### config.mk
export PLATFORM = sky130hd
export DESIGN_NAME = clk_en_ctrl_flat
export DESIGN_NICKNAME = d
export VERILOG_FILES = /design/src/rtl/coproc_clk_pkg.sv /design/src/rtl/clk_en_ctrl_if.sv /design/src/rtl/clk_en_ctrl_tick_counter.sv /design/src/rtl/clk_en_ctrl.sv /design/src/flat_wrapper.sv
export SDC_FILE = /design/constraint.sdc
export NUM_CORES = 1
export LEC_CHECK = 0
export ABC_AREA = 1
export ABC_CLOCK_PERIOD_IN_PS = 2900
export BUFFER_PORTS_ARGS = -buffer_cell sky130_fd_sc_hd__buf_2
export CAP_MARGIN = 20
export CORE_UTILIZATION = 30
export DETAILED_ROUTE_END_ITERATION = 10
export PLACE_DENSITY = 0.54
export REMOVE_ABC_BUFFERS = 1
export SLEW_MARGIN = 20
export SYNTH_ARGS = -nofsm -noshare
export SYNTH_HDL_FRONTEND = slang
export SYNTH_SLANG_ARGS = --single-unit
### constraint.sdc
create_clock -name clk_in -period 2.9 [get_ports clk_in]
set_clock_uncertainty 0.05 [all_clocks]
set_input_delay 0.145 -clock clk_in [delete_from_list [all_inputs] [get_ports clk_in]]
set_output_delay 0.145 -clock clk_in [all_outputs]
set_load 0.05 [all_outputs]
### src/rtl/coproc_clk_pkg.sv
// Shared types and constants for the coprocessor clock-enable controller.
package coproc_clk_pkg;

   typedef enum logic [1:0] {
      IDLE      = 2'd0,
      RUN       = 2'd1,
      STOP_PEND = 2'd2
   } state_t;

   localparam logic MODE_CONT  = 1'b0;
   localparam logic MODE_BURST = 1'b1;

   localparam int DEFAULT_DIV = 15;

endpackage

### src/rtl/clk_en_ctrl_if.sv
// Host-side control/status bundle of the clock-enable controller.
interface clk_en_ctrl_if #(
   parameter int CNT_W   = 8,
   parameter int BURST_W = 8
);

   logic [CNT_W-1:0]   cfg_div;
   logic               cfg_wr;
   logic               mode;
   logic [BURST_W-1:0] burst_len;
   logic               start;
   logic               stop;
   logic               busy;
   logic               tick_en;
   logic               clk_out;
   logic               done;
   logic [CNT_W-1:0]   div_active;

   modport master (
      output cfg_div, cfg_wr, mode, burst_len, start, stop,
      input  busy, tick_en, clk_out, done, div_active
   );

   modport slave (
      input  cfg_div, cfg_wr, mode, burst_len, start, stop,
      output busy, tick_en, clk_out, done, div_active
   );

endinterface

### src/rtl/clk_en_ctrl_tick_counter.sv
// Period counter with terminal detect and shadowed divide ratio.
module tick_counter
   import coproc_clk_pkg::*;
#(
   parameter int CNT_W = 8,
   parameter int DEF_DIV = DEFAULT_DIV
) (
   input  logic             clk_in,
   input  logic             rst,
   input  logic             run,
   input  logic             cfg_wr,
   input  logic [CNT_W-1:0] cfg_div,
   output logic             term,
   output logic [CNT_W-1:0] div_active
);

   logic [CNT_W-1:0] cnt_q, cnt_d;
   logic [CNT_W-1:0] div_q, div_d;
   logic [CNT_W-1:0] pend_q, pend_d;
   logic             pend_vld_q, pend_vld_d;

   always_comb begin
      term       = run && (cnt_q == div_q);
      cnt_d      = '0;
      div_d      = div_q;
      pend_d     = pend_q;
      pend_vld_d = pend_vld_q;
      if (run) begin
         cnt_d = term ? '0 : cnt_q + 1'b1;
      end
      // Ratio only moves at a period boundary while running.
      if (!run) begin
         pend_vld_d = 1'b0;
         if (cfg_wr) div_d = cfg_div;
      end else if (term) begin
         pend_vld_d = 1'b0;
         if (cfg_wr) div_d = cfg_div;
         else if (pend_vld_q) div_d = pend_q;
      end else if (cfg_wr) begin
         pend_d     = cfg_div;
         pend_vld_d = 1'b1;
      end
   end

   always_ff @(posedge clk_in or posedge rst) begin
      if (rst) begin
         cnt_q      <= '0;
         div_q      <= CNT_W'(DEF_DIV);
         pend_q     <= '0;
         pend_vld_q <= 1'b0;
      end else begin
         cnt_q      <= cnt_d;
         div_q      <= div_d;
         pend_q     <= pend_d;
         pend_vld_q <= pend_vld_d;
      end
   end

   assign div_active = div_q;

endmodule

### src/rtl/clk_en_ctrl.sv
// Run/stop FSM driving tick_en and clk_out in continuous or burst mode.
module clk_en_ctrl
   import coproc_clk_pkg::*;
#(
   parameter int CNT_W   = 8,
   parameter int BURST_W = 8,
   parameter int DEF_DIV = DEFAULT_DIV
) (
   input  logic          clk_in,
   input  logic          rst,
   clk_en_ctrl_if.slave  bus
);

   state_t             state_q, state_d;
   logic               mode_q, mode_d;
   logic [BURST_W-1:0] rem_q, rem_d;
   logic               busy_q, busy_d;
   logic               tick_q, tick_d;
   logic               clko_q, clko_d;
   logic               done_q, done_d;
   logic               term;
   logic               last;

   tick_counter #(
      .CNT_W   (CNT_W),
      .DEF_DIV (DEF_DIV)
   ) u_cnt (
      .clk_in     (clk_in),
      .rst        (rst),
      .run        (state_q != IDLE),
      .cfg_wr     (bus.cfg_wr),
      .cfg_div    (bus.cfg_div),
      .term       (term),
      .div_active (bus.div_active)
   );

   assign last = (mode_q == MODE_BURST) && (rem_q == BURST_W'(1));

   always_comb begin
      state_d = state_q;
      mode_d  = mode_q;
      rem_d   = rem_q;
      tick_d  = 1'b0;
      done_d  = 1'b0;
      clko_d  = clko_q;
      unique case (state_q)
         IDLE: begin
            clko_d = 1'b0;
            if (bus.start) begin
               if (bus.mode == MODE_BURST && bus.burst_len == '0) begin
                  done_d = 1'b1;
               end else begin
                  state_d = RUN;
                  mode_d  = bus.mode;
                  rem_d   = bus.burst_len;
               end
            end
         end
         RUN: begin
            if (term) begin
               tick_d = 1'b1;
               clko_d = ~clko_q;
               if (mode_q == MODE_BURST) rem_d = rem_q - 1'b1;
            end
            // A finishing burst wins over a coincident stop.
            if (term && last) begin
               done_d  = 1'b1;
               clko_d  = 1'b0;
               state_d = IDLE;
            end else if (bus.stop) begin
               state_d = STOP_PEND;
            end
         end
         STOP_PEND: begin
            if (term) begin
               tick_d  = 1'b1;
               done_d  = 1'b1;
               clko_d  = 1'b0;
               state_d = IDLE;
            end
         end
         default: state_d = IDLE;
      endcase
      busy_d = (state_d != IDLE);
   end

   always_ff @(posedge clk_in or posedge rst) begin
      if (rst) begin
         state_q <= IDLE;
         mode_q  <= MODE_CONT;
         rem_q   <= '0;
         busy_q  <= 1'b0;
         tick_q  <= 1'b0;
         clko_q  <= 1'b0;
         done_q  <= 1'b0;
      end else begin
         state_q <= state_d;
         mode_q  <= mode_d;
         rem_q   <= rem_d;
         busy_q  <= busy_d;
         tick_q  <= tick_d;
         clko_q  <= clko_d;
         done_q  <= done_d;
      end
   end

   assign bus.busy    = busy_q;
   assign bus.tick_en = tick_q;
   assign bus.clk_out = clko_q;
   assign bus.done    = done_q;

endmodule
### src/flat_wrapper.sv
// flat-port wrapper written by rule: the top's interface ports become plain ports
module clk_en_ctrl_flat import coproc_clk_pkg::*;
#(
   parameter int CNT_W   = 8,
   parameter int BURST_W = 8,
   parameter int DEF_DIV = DEFAULT_DIV
)
  (clk_in, rst, bus_cfg_div, bus_cfg_wr, bus_mode, bus_burst_len, bus_start, bus_stop, bus_busy, bus_tick_en, bus_clk_out, bus_done, bus_div_active);
  clk_en_ctrl_if #(.CNT_W(CNT_W), .BURST_W(BURST_W)) bus_i ();
  input  logic clk_in;
  input  logic rst;
  input wire logic [$bits(bus_i.cfg_div)-1:0] bus_cfg_div;
  input wire logic [$bits(bus_i.cfg_wr)-1:0] bus_cfg_wr;
  input wire logic [$bits(bus_i.mode)-1:0] bus_mode;
  input wire logic [$bits(bus_i.burst_len)-1:0] bus_burst_len;
  input wire logic [$bits(bus_i.start)-1:0] bus_start;
  input wire logic [$bits(bus_i.stop)-1:0] bus_stop;
  output wire logic [$bits(bus_i.busy)-1:0] bus_busy;
  output wire logic [$bits(bus_i.tick_en)-1:0] bus_tick_en;
  output wire logic [$bits(bus_i.clk_out)-1:0] bus_clk_out;
  output wire logic [$bits(bus_i.done)-1:0] bus_done;
  output wire logic [$bits(bus_i.div_active)-1:0] bus_div_active;
  assign bus_i.cfg_div = bus_cfg_div;
  assign bus_i.cfg_wr = bus_cfg_wr;
  assign bus_i.mode = bus_mode;
  assign bus_i.burst_len = bus_burst_len;
  assign bus_i.start = bus_start;
  assign bus_i.stop = bus_stop;
  assign bus_busy = bus_i.busy;
  assign bus_tick_en = bus_i.tick_en;
  assign bus_clk_out = bus_i.clk_out;
  assign bus_done = bus_i.done;
  assign bus_div_active = bus_i.div_active;
  clk_en_ctrl #(.CNT_W(CNT_W), .BURST_W(BURST_W), .DEF_DIV(DEF_DIV)) u_core (.clk_in(clk_in), .rst(rst), .bus(bus_i));
endmodule
== Word level (Yosys, flattened, before mapping) ==
Index checks and enable logic that the tools add are counted.
Storage, ports and cells
  input bits: 22
  output and inout port bits: 12
  logic and storage cells: 77
  register bits after elaboration: 40
Cells by class
  equal/unequal tests: 13
  add/subtract/negate cells: 2
  bitwise operators: 3
  reduce and logical (&&, ||, !) cells: 17
  multiplexer cells: 31
Operators with widths (count)
  8-bit 2-to-1 mux: 11
  8-bit one-hot mux with 2 select lines: 1
  3-bit AND reduction: 4
  1-bit 2-to-1 mux: 11
  2-bit 2-to-1 mux: 5
  8-bit by 1-bit adder with 8-bit output (second input constant): 1
  8-bit by 1-bit == test with 1-bit output (second input constant): 1
  8-bit == test: 1
  8-bit logical NOT: 1
  2-bit by 1-bit != test with 1-bit output (second input constant): 4
  2-bit nonzero test: 4
  8-bit by 1-bit subtractor with 8-bit output (second input constant): 1
  1-bit one-hot mux with 3 select lines: 2
  2-bit one-hot mux with 3 select lines: 1
  5-bit AND reduction: 1
  1-bit logical AND: 4
  2-bit != test (second input constant): 2
  3-bit by 1-bit != test with 1-bit output (second input constant): 1
  3-bit by 2-bit != test with 1-bit output (second input constant): 1
  3-bit != test (second input constant): 1
  1-bit inverter: 3
  3-bit nonzero test: 1
  2-bit by 1-bit == test with 1-bit output (second input constant): 1
  2-bit == test (second input constant): 1
  other kinds (2): 2

== Logic depth before layout (Yosys ltp) ==
  word-level depth: 6
  mapped depth: 13
  gate-level depth less buffers: 13

== Cells and area by module ==
A second synthesis with hierarchy kept.
Unflattened totals
  cells, all modules: 321
  area total of the unflattened synthesis: 2404.8 µm²
By module, submodules not included
  tick_counter: cells each 158, times used 1, area an instance 1307.5 µm²
  clk_en_ctrl: cells each 163, times used 1, area an instance 1097.3 µm²

== Worst setup path before layout ==
No wires, ideal clock.
  kind: register -> register
  start: reg u_core.u_cnt.div_q[6], in the netlist u_core.u_cnt.div_active[6]
  end: reg u_core.rem_q[0]
  data arrival time: 1.640 ns
  setup time: 0.117 ns
  period minus slack after synthesis: 1.807 ns
  data required time: 2.733 ns
  slack: 1.093 ns
  cell stages (with the launch flop): 13
  cell sequence: dfrtp_1 > inv_1 > nand2_1 > nand2_2 > inv_2 > nand2_2 > nor2_4 > nand3_2 > nand2_2 > nand3_4 > buf_6 > nand2_2 > o21ai_2
Between the ends
  word-level cells in the longest chain between the ends: 4
RTL lines
  from (decl): line clk_en_ctrl_tick_counter.sv:18  | logic [CNT_W-1:0] div_q, div_d;
  from (signal assigned): line clk_en_ctrl_tick_counter.sv:48  | div_q <= CNT_W'(DEF_DIV);
  from (signal assigned): line clk_en_ctrl_tick_counter.sv:53  | div_q <= div_d;
  8-bit == test: line clk_en_ctrl_tick_counter.sv:23  | term = run && (cnt_q == div_q);
  1-bit logical AND: line clk_en_ctrl_tick_counter.sv:23
  2-bit by 1-bit != test with 1-bit output (no source line)
  5-bit AND reduction (no source line)
  to (signal assigned): line clk_en_ctrl.sv:99  | rem_q <= rem_d;
  to (decl): line clk_en_ctrl.sv:16  | logic [BURST_W-1:0] rem_q, rem_d;
Every way passes these cells.
A chain may end at the register's enable or synchronous reset.

== Final worst setup path ==
  start: reg u_core.state_q[1]
  end: reg u_core.rem_q[2]
Between the ends
  word-level cells in the longest chain between the ends: 4
RTL lines
  from (decl): line clk_en_ctrl.sv:14  | state_t state_q, state_d;
  from (signal assigned): line clk_en_ctrl.sv:97  | state_q <= state_d;
  2-bit nonzero test: line clk_en_ctrl.sv:30  | .run (state_q != IDLE),
  1-bit logical AND: line clk_en_ctrl_tick_counter.sv:23
  2-bit by 1-bit != test with 1-bit output (no source line)
  5-bit AND reduction (no source line)
Parallel ways exist; a longest one is shown, timed or not.

==> results.yml <==
timing:
  finalMaxSlewViolations: 0
  fmax_mhz: 512.2
  hold_viol: 0
  tightestPinTransition_ns: 0.4270
  setup-tns-final_ns: 0
  slew_headroom: 0.7153
  fin_crit_sh: 0.6732
  timing.final.crit_period_ns: 1.952
  setup_viol: 0
  rsz0062_at_grt: "no"
  setup_slack_ns: 0.9478
  whs_ns: 0.03501
placed_design:
  placed_cells: 448
  dp_slack_ns: 0.9579
  gp_congestion: 0.8224
  io_buffers: 33
  hpwl_um: 3876
  place_area_um2: 2699
power_and_ir_drop:
  p_comb_frac: 0.516
  internal_power_mw: 1.601
  seqPwrFrac: 0.319
  leakage_nw: 1.447
  finalPower_mw: 3.018
  p_clk_frac: 0.165
  powerDensity_nw_per_um2: 1064
  peakVddDrop_v: 0.0003245
  p_switching_mw: 1.417
  p_sw_frac: 0.4694
setup_path:
  worst_setup_path_end_kind: "register"
  crit_type: "register to register"
  crit_path_frequent_cell: "o21ai_2"
  arrival_ns: 2.08
  start_kind: "register"
  cp_slowest_stage_delay_ns: 0.44
  path_delay_family: "flip-flops"
  path_cells: "inv_1 -> ha_1 -> inv_2 -> o21ai_2 -> nand3_4 -> nand2_1 -> o21ai_2"
  slowest_stage: "dfrtp_1"
  path_max_fanout: 16
  worstPathRequired_ns: 3.02
  cp.buffers_inverters: 2
clock_tree:
  post_cts_buffers: 0
  cts_tree: "built"
  root_buffer: "clkbuf_8"
  clock_path_buffers: 2
  ctsHtreeMaxLevel: 2
  cts_buffers: 5
  ctsHoldBuffers: 1
  clk_pin_slew_worst_paths_ns: 0.08
  cts_resized: 0
  clock_sinks: 40
  worstSkewPairLatency_ns: 0.29
finish:
  syn_to_final_growth_pct: 16.56
  fillers: 857
  final_nets: 384
  stdcell_count: 457
  utilization: 0.3650
  drive_above_1_share: 0.2338
  stdcell_area_um2: 2835
  diodes: 0
floorplanning:
  initial_core_util: 0.3131
  die_h_um: 92.05
  die_area_um2: 8472
  rows: 32
  die_w_um: 92.05
  core_um2: 7767
  io_pins: 34
drt:
  avgViaCountPerCell: 4.405
  ant_nets: 0
  dr.pass1.iters: 4
  wirelength_um: 5005
  num_vias: 2013
  drt_iter0_markers: 84
  wl_per_cell_um: 10.95
  remaining_drc_errors: 0
yosys:
  synth_seq_area_share: 0.4136
  yosysTopAreaCell: "dfrtp_1"
  synth_flop_cell: "dfrtp_1"
  synth_cell_type_count: 36
  synth-edff-count: 0
  avgSynthCellArea_um2: 7.697
  synth-seq-cells: 40
  synth_common_cells: "83 x nand2_1, 48 x inv_1, 36 x dfrtp_1"
  yosysMostFrequentCell: "nand2_1"
  synthCells: 316
  syn_area_um2: 2432
  synthTopCellsByArea: "dfrtp_1 37%, nand2_1 13%, inv_1 7.4%, dfstp_2 4.3%, ha_1 4.1%"
  ys_warn_count: 0
  synthArstFlopShare: 1.000
  synth_top_area_share: 0.3704
global_route:
  grt_pass1_wl_um: 8887
  overflow: 0
  antenna_found_initial: 0
  grt_pass1_vias: 1951
  track_usage: 0.1314
  grt_max_degree: 32
status:
  status: "complete, no violations"
hold_path:
  hp-class: "primary input to register"
run:
  drv_cap: 0
kinds of logic after synthesis:
| kind of cell | synth area share |
|---|---|
| compound gates | 0.1265 |
| xor+xnor | 0.02161 |
| fa+ha+maj | 0.04115 |
| buf+inv | 0.1013 |
| flops | 0.4136 |
| mux | 0.01235 |
| simple gates | 0.2834 |
worst reg2reg max path, delay by kind of cell (launching register included):
kind / cells / cell delay (ns)
DFF: 1 / 0.44
adders and majority gates: 1 / 0.42
and+or+nand+nor: 2 / 0.39
buffers and inverters: 2 / 0.30
AOI/OAI and AO/OA: 2 / 0.26
cell type report:
cell class | count | area (µm²) | share of cell area
Timing Repair Buffer | 36 | 190.2 | 0.06708
Clock buffer | 7 | 96.34 | 0.03398
Inverter | 54 | 205.2 | 0.07237
Tap cell | 102 | 127.6 | 0.04501
Sequential cell | 40 | 1006 | 0.3548
Clock inverter | 1 | 30.03 | 0.01059
Multi-Input combinational cell | 217 | 1180 | 0.4162
power groups by stage:
stage / Combinational [mW] / Sequential, mW / Clock [mW]
after floorplan: 1.02 / 1.18 / 0
after global placement: 1.56 / 0.973 / 0
after detailed placement: 1.57 / 0.975 / 0
after CTS: 1.58 / 0.965 / 0.523
after global routing: 1.76 / 0.998 / 0.541
final: 1.56 / 0.963 / 0.499
final timing paths:
kind	start	end	slack, ns	depth (start not counted)
setup / recovery	u_core.state_q[1]	u_core.rem_q[2]	0.95	7
hold reg to reg	u_core.mode_q	u_core.mode_q	0.44	2
setup reg to reg	u_core.state_q[1]	u_core.rem_q[2]	0.95	7
max in group asynchronous	rst	u_core.u_cnt.div_active[3]	1.68	4
min in group asynchronous	rst	u_core.rem_q[1]	0.33	3
hold / removal	bus_cfg_div[2]	u_core.u_cnt.pend_q[2]	0.04	3
metal layers:
metal | routed length [µm] | share of wire | vias up | track usage
li1 | - | - | 1057 | -
met1 | 2441 | 0.49 | 923 | 0.1724
met2 | 2337 | 0.47 | 27 | 0.2139
met3 | 141 | 0.028 | 6 | 0.02653
met4 | 85 | 0.017 | 0 | 0.04688
met5 | 0 | 0 | - | 0
state kept, by name, indices dropped and copies added (netlist names):
| name | count |
|---|---|
| u_core.u_cnt.cnt_q | 8 |
| u_core.rem_q | 8 |
| u_core.bus.clk_out | 1 |
| u_core.state_q | 2 |
| u_core.u_cnt.pend_vld_q | 1 |
| u_core.bus.done | 1 |
| u_core.u_cnt.pend_q | 8 |
| u_core.u_cnt.div_active | 8 |
| u_core.bus.busy | 1 |
| u_core.bus.tick_en | 1 |
| u_core.mode_q | 1 |
layout by cell type (no fill, tap or decap), types with 10 or more instances in the layout:
cell type | netlist | layout
nand2_2 | 10 | 10
buf_2 | 0 | 33
a21oi_1 | 10 | 10
nand3_1 | 13 | 13
dfrtp_1 | 36 | 36
nor2_1 | 24 | 24
o21ai_0 | 17 | 17
nand2_1 | 83 | 83
o21ai_2 | 11 | 11
inv_1 | 48 | 48
Note: power is estimated with default switching activity, not from simulation.
